## config.mk

```make
export PLATFORM = sky130hd
export DESIGN_NAME = pixie_fb_arbiter
export DESIGN_NICKNAME = d
export VERILOG_FILES = /design/src/rtl/pixie_fb_arbiter.sv
export SDC_FILE = /design/constraint.sdc
export NUM_CORES = 1
export LEC_CHECK = 0
export ABC_AREA = 1
export BUFFER_PORTS_ARGS = -buffer_cell sky130_fd_sc_hd__buf_2
export CAP_MARGIN = 20
export CORE_MARGIN = 3
export CORE_UTILIZATION = 46
export DETAILED_ROUTE_END_ITERATION = 8
export PLACE_DENSITY = 0.74
export SLEW_MARGIN = 15
export SYNTH_ARGS = -nofsm -noshare
export SYNTH_HDL_FRONTEND = slang
export SYNTH_SLANG_ARGS = --single-unit
```

## constraint.sdc

```tcl
create_clock -name clk -period 1.55 [get_ports clk]
set_input_delay 0.155 -clock clk [delete_from_list [all_inputs] [get_ports clk]]
set_output_delay 0.155 -clock clk [all_outputs]
set_load 0.02 [all_outputs]
```

## src/rtl/pixie_fb_arbiter.sv

```systemverilog
// ---------------------------------------------------------------------------
// pixie_fb_arbiter
//
// Purpose:
//   Arbitrates three writers onto a single registered frame-buffer write
//   port. Priority per clk cycle is: Pixie front end (display DMA) > host
//   (loader/OSD) > full-buffer clear engine. The front end is never stalled;
//   the host holds a level request until acknowledged; the clear engine
//   fills every address 0..2^ADDR_W-1 with a latched value, advancing only
//   on cycles it actually wins.
//
// Ports:
//   clk, reset                     system clock, async active-high reset
//   clk_enable                     CPU clock-enable qualifying fe_wr_en
//   fe_wr_en/fe_addr/fe_data       front-end write
//   host_req/host_addr/host_data   host write request (level, held to ack)
//   host_ack                       one-cycle ack, coincident with host write
//   clear_start/clear_value        start (or restart) a full-buffer fill
//   clear_busy/clear_done          fill in progress / completion pulse
//   fb_wr_en/fb_addr/fb_data       registered frame-buffer write port
// ---------------------------------------------------------------------------
`timescale 1ns/1ps

module pixie_fb_arbiter #(
    parameter int ADDR_W = 10,
    parameter int DATA_W = 8
) (
    input  logic              clk,
    input  logic              reset,
    input  logic              clk_enable,
    input  logic              fe_wr_en,
    input  logic [ADDR_W-1:0] fe_addr,
    input  logic [DATA_W-1:0] fe_data,
    input  logic              host_req,
    input  logic [ADDR_W-1:0] host_addr,
    input  logic [DATA_W-1:0] host_data,
    output logic              host_ack,
    input  logic              clear_start,
    input  logic [DATA_W-1:0] clear_value,
    output logic              clear_busy,
    output logic              clear_done,
    output logic              fb_wr_en,
    output logic [ADDR_W-1:0] fb_addr,
    output logic [DATA_W-1:0] fb_data
);

    typedef enum logic {
        IDLE  = 1'b0,
        CLEAR = 1'b1
    } state_t;

    localparam logic [ADDR_W-1:0] LAST_ADDR = '1;

    state_t            state_q, state_d;
    logic [ADDR_W-1:0] clearAddr_q, clearAddr_d;
    logic [DATA_W-1:0] clearValue_q, clearValue_d;
    logic              clearDone_q, clearDone_d;
    logic              hostAck_q, hostAck_d;
    logic              fbWrEn_q, fbWrEn_d;
    logic [ADDR_W-1:0] fbAddr_q, fbAddr_d;
    logic [DATA_W-1:0] fbData_q, fbData_d;

    logic feGrant;
    logic hostGrant;
    logic clearGrant;

    // Fixed-priority grant. The host is blocked in the cycle its ack is
    // showing so a still-high request is not served twice. A clear_start
    // cycle grants nothing to the clear engine: the pass is being
    // (re)armed, so the first write of the new pass is address 0 with the
    // new value and no stale write of the old pass slips out.
    always_comb begin
        feGrant    = fe_wr_en & clk_enable;
        hostGrant  = ~feGrant & host_req & ~hostAck_q;
        clearGrant = ~feGrant & ~hostGrant & (state_q == CLEAR) & ~clear_start;
    end

    // Clear FSM next-state. clear_start always wins, including in the cycle
    // that would have been the final write, so an aborted pass never
    // reports completion.
    always_comb begin
        state_d      = state_q;
        clearAddr_d  = clearAddr_q;
        clearValue_d = clearValue_q;
        clearDone_d  = 1'b0;
        case (state_q)
            IDLE: begin
                if (clear_start) begin
                    state_d      = CLEAR;
                    clearAddr_d  = '0;
                    clearValue_d = clear_value;
                end
            end
            CLEAR: begin
                if (clear_start) begin
                    clearAddr_d  = '0;
                    clearValue_d = clear_value;
                end else if (clearGrant) begin
                    if (clearAddr_q == LAST_ADDR) begin
                        state_d     = IDLE;
                        clearAddr_d = '0;
                        clearDone_d = 1'b1;
                    end else begin
                        clearAddr_d = clearAddr_q + ADDR_W'(1);
                    end
                end
            end
            default: begin
                state_d = IDLE;
            end
        endcase
    end

    // Write-port mux. Address and data hold their last values on idle
    // cycles; only fb_wr_en drops.
    always_comb begin
        fbWrEn_d  = feGrant | hostGrant | clearGrant;
        fbAddr_d  = fbAddr_q;
        fbData_d  = fbData_q;
        hostAck_d = hostGrant;
        if (feGrant) begin
            fbAddr_d = fe_addr;
            fbData_d = fe_data;
        end else if (hostGrant) begin
            fbAddr_d = host_addr;
            fbData_d = host_data;
        end else if (clearGrant) begin
            fbAddr_d = clearAddr_q;
            fbData_d = clearValue_q;
        end
    end

    // All state and outputs are registered and cleared asynchronously, so
    // a pending host request or clear pass is simply forgotten on reset.
    always_ff @(posedge clk or posedge reset) begin
        if (reset) begin
            state_q      <= IDLE;
            clearAddr_q  <= '0;
            clearValue_q <= '0;
            clearDone_q  <= 1'b0;
            hostAck_q    <= 1'b0;
            fbWrEn_q     <= 1'b0;
            fbAddr_q     <= '0;
            fbData_q     <= '0;
        end else begin
            state_q      <= state_d;
            clearAddr_q  <= clearAddr_d;
            clearValue_q <= clearValue_d;
            clearDone_q  <= clearDone_d;
            hostAck_q    <= hostAck_d;
            fbWrEn_q     <= fbWrEn_d;
            fbAddr_q     <= fbAddr_d;
            fbData_q     <= fbData_d;
        end
    end

    assign host_ack   = hostAck_q;
    assign clear_busy = (state_q == CLEAR);
    assign clear_done = clearDone_q;
    assign fb_wr_en   = fbWrEn_q;
    assign fb_addr    = fbAddr_q;
    assign fb_data    = fbData_q;

endmodule
```

==> results.py <==
metrics = {
    "clock_network": {
        "max-clock-path-buffers": 2,
        "cts_root_buf": "clkbuf_8",
        "h-tree-depth": 2,
        "cts_tree": "done",
        "clk_pin_slew_worst_paths_ns": 0.08,
        "clk_latency_ns": 0.30,
        "cts.sinks": 40,
        "numCtsBuffers": 5,
    },
    "logic_synthesis": {
        "synth_top_area_share_pct": 47.7,
        "yosys-top-cells-count": "70 x nand2_1, 40 x dfrtp_1, 22 x o21ai_0, 19 x o21ai_2, 18 x o22ai_1",
        "syn_nets": 279,
        "synth_compound_area_share_pct": 20.1,
        "synthAdderAreaFrac_pct": 0.597,
        "synth_top_family_by_area": "simple AND/OR/NAND/NOR gates",
        "synthArstFlopShare_pct": 100,
        "ys_seq_elements": 40,
        "synth_warnings": 0,
        "synth_edf_count": 0,
        "avgSynthCellArea_um2": 9.20,
        "muxShareOfSynthArea_pct": 0.477,
        "yosys.area_share.simple_pct": 22.3,
        "synth.area.top_cells": "dfrtp_1 48%, nand2_1 13%, o21ai_2 7.9%, o22ai_1 5.4%, o21ai_0 5.3%",
        "syn_inst": 228,
        "yosysMostFrequentCell": "nand2_1",
        "ys_types": 30,
        "ys.flop_type": "dfrtp_1",
        "netlist.top_cell.by_area": "dfrtp_1",
        "synth_xor_area_share_pct": 0.835,
        "synth_area_um2": 2100,
        "ys_seq_area_share_pct": 47.7,
    },
    "critical_path": {
        "critical_path.top_delay_family": "simple AND/OR/NAND/NOR gates",
        "cp-end-kind": "flip-flop",
        "max_stage_delay_ns": 0.42,
        "crit_buf_inv": 0,
        "worstPathRequired_ns": 1.73,
        "slowest_stage": "dfrtp_1",
        "path_max_fanout": 6,
        "critPathKind": "flip-flop to flip-flop",
        "worstSetupStartpointType": "flip-flop",
        "arrival_ns": 1.61,
        "cp_cell_sequence": "ha_1 -> nand2_1 -> nor2_4 -> nand3_4 -> nor2_1 -> a21oi_1",
    },
    "drt": {
        "drtIter0Drc": 184,
        "drc_errors": 0,
        "wl_um": 5210,
        "routedWlPerCell_um": 14.8,
        "viasPerCell": 5.24,
        "route.vias.total": 1849,
        "dr.pass1.iters": 4,
        "ant_nets": 0,
    },
    "placement": {
        "port_buffers": 71,
        "placedCellCount": 345,
        "place_hpwl_um": 3780,
        "place.gp.congestion": 0.812,
    },
    "power_and_ir_drop": {
        "power.density_nw_per_um2": 953,
        "irDropWorstVdd_uv": 612,
        "leakage_nw": 1.25,
    },
    "sta": {
        "rsz0062_at_grt": "false",
        "maxSlewHeadroom_pct": 65.5,
        "tightest_slew_ns": 0.518,
        "setup_tns_ns": 0,
        "hold_viol": 0,
        "drv_slew": 0,
        "period_minus_slack_ns": 1.43,
        "fmax_mhz": 699,
        "post-route-period-util_pct": 92.3,
        "worst_clock_skew_ns": 0.00428,
        "setup_violations": 0,
    },
    "status": {
        "status": "completed",
    },
    "cells_and_area": {
        "instances_no_fill": 353,
        "layout-drive-gt1-share_pct": 38.9,
        "antenna_cells": 0,
        "final_nets": 354,
        "syn_to_final_growth_pct": 21.3,
    },
    "floorplanning": {
        "initial_core_util_pct": 49.9,
        "core_um2": 4200,
        "ios": 72,
        "rows": 23,
        "die_h_um": 73.5,
        "die_x_um": 73.5,
        "design.die.area_um2": 5410,
    },
    "grt": {
        "grt_max_degree": 41,
        "antenna_found_initial": 0,
        "grt_pass1_wl_um": 8360,
        "grt_pass1_vias": 1737,
        "grt_usage_pct": 20.4,
        "overflow": 0,
    },
    "worst_hold_path": {
        "hold_path_class": "primary input to flip-flop",
    },
    "run": {
        "cap_violations": 0,
    },
}
## repair_timing
item                                   CTS  global route
hold buffers                             1             0
setup endpoints to repair                0             0
endpoints found under the hold margin   30             0
setup buffers                            0             0
gates resized for setup                  0             0
## layout make-up
type                    count  area (µm²)
repair buffers             78         410
flip-flops and latches     40        1000
clock inverters             1        5.00
clock buffers               6        72.6
multi-input cells         163         928
inverters                  15        63.8
well taps                  50        62.6
fillers                   382        1660
## metrics by stage
stage,worst slack (ns),cell area [µm²],utilization (%),power (W),hold slack [ns]
6_report,0.119,2540,60.5,0.00242,0.0600
5_1_grt,0.00728,2540,60.5,0.00253,0.0614
4_1_cts,0.103,2540,60.5,0.00243,0.0541
3_5_place_dp,0.129,2460,58.5,0.00177,0.311
3_3_place_gp,0.151,2460,58.5,0.00176,0.307
2_1_floorplan,0.227,2100,-,0.00158,0.267
## tightest hold or removal path: cells and delay by family
kind / cells / cell delay [ns]
buf+inv: 1 / 0.07
simple gates: 2 / 0.10
## flip-flops by register name, summed over array words and instances, names as in the netlist
name          count
fb_data           8
host_ack          1
fb_wr_en          1
clear_busy        1
clearAddr_q      10
clearValue_q      8
fb_addr          10
clear_done        1
## layer usage
metal  wire length, µm  up-vias  global-route usage, %
met5                 0        -                      0
met4                63        0                   6.04
met2              2490       52                   32.0
met3               339        7                   4.79
met1              2320      875                   28.0
li1                  -      915                      -
## logic make-up after synthesis
family,Yosys count
xor+xnor,2
buf+inv,25
simple gates,94
fa+ha+maj,1
mux,1
flops,40
compound gates,65
## report_power, final
group	internal, W	total (W)	leakage, nW	switching (W)
logic	0.000210	0.000554	0.708	0.000344
clock network	0.000306	0.000671	0.0410	0.000364
registers	0.00114	0.00120	0.499	0.0000571
## path summary, 6_finish.rpt
kind                                              from                           to  slack (ns)  cells after the start
min                                     clear_value[0]  clearValue_q[0]$_DFFE_PP0P_        0.06                      3
max in group asynchronous                        reset  clearValue_q[3]$_DFFE_PP0P_        0.67                      4
min in group asynchronous                        reset       fb_data[1]$_DFFE_PP0P_        0.52                      4
min reg2reg                clearValue_q[3]$_DFFE_PP0P_  clearValue_q[3]$_DFFE_PP0P_        0.48                      2
max                         clearAddr_q[0]$_DFFE_PP0P_         clear_busy$_DFF_PP0_        0.12                      6
max reg2reg                 clearAddr_q[0]$_DFFE_PP0P_         clear_busy$_DFF_PP0_        0.12                      6
## cells in the final DEF (no fill, tap or decap), types with 2 or more instances in the layout
cell type	instances
dfrtp_1	40
a21oi_1	3
o21ai_1	2
inv_1	11
nand2_1	70
nand2_2	4
nand3_4	3
clkbuf_8	5
nand3_1	4
buf_2	71
o22ai_1	18
buf_4	6
nor2_4	2
o21ai_0	22
nor2_1	7
o21ai_2	19
inv_2	3
Note: power is estimated with default switching activity, not from simulation.
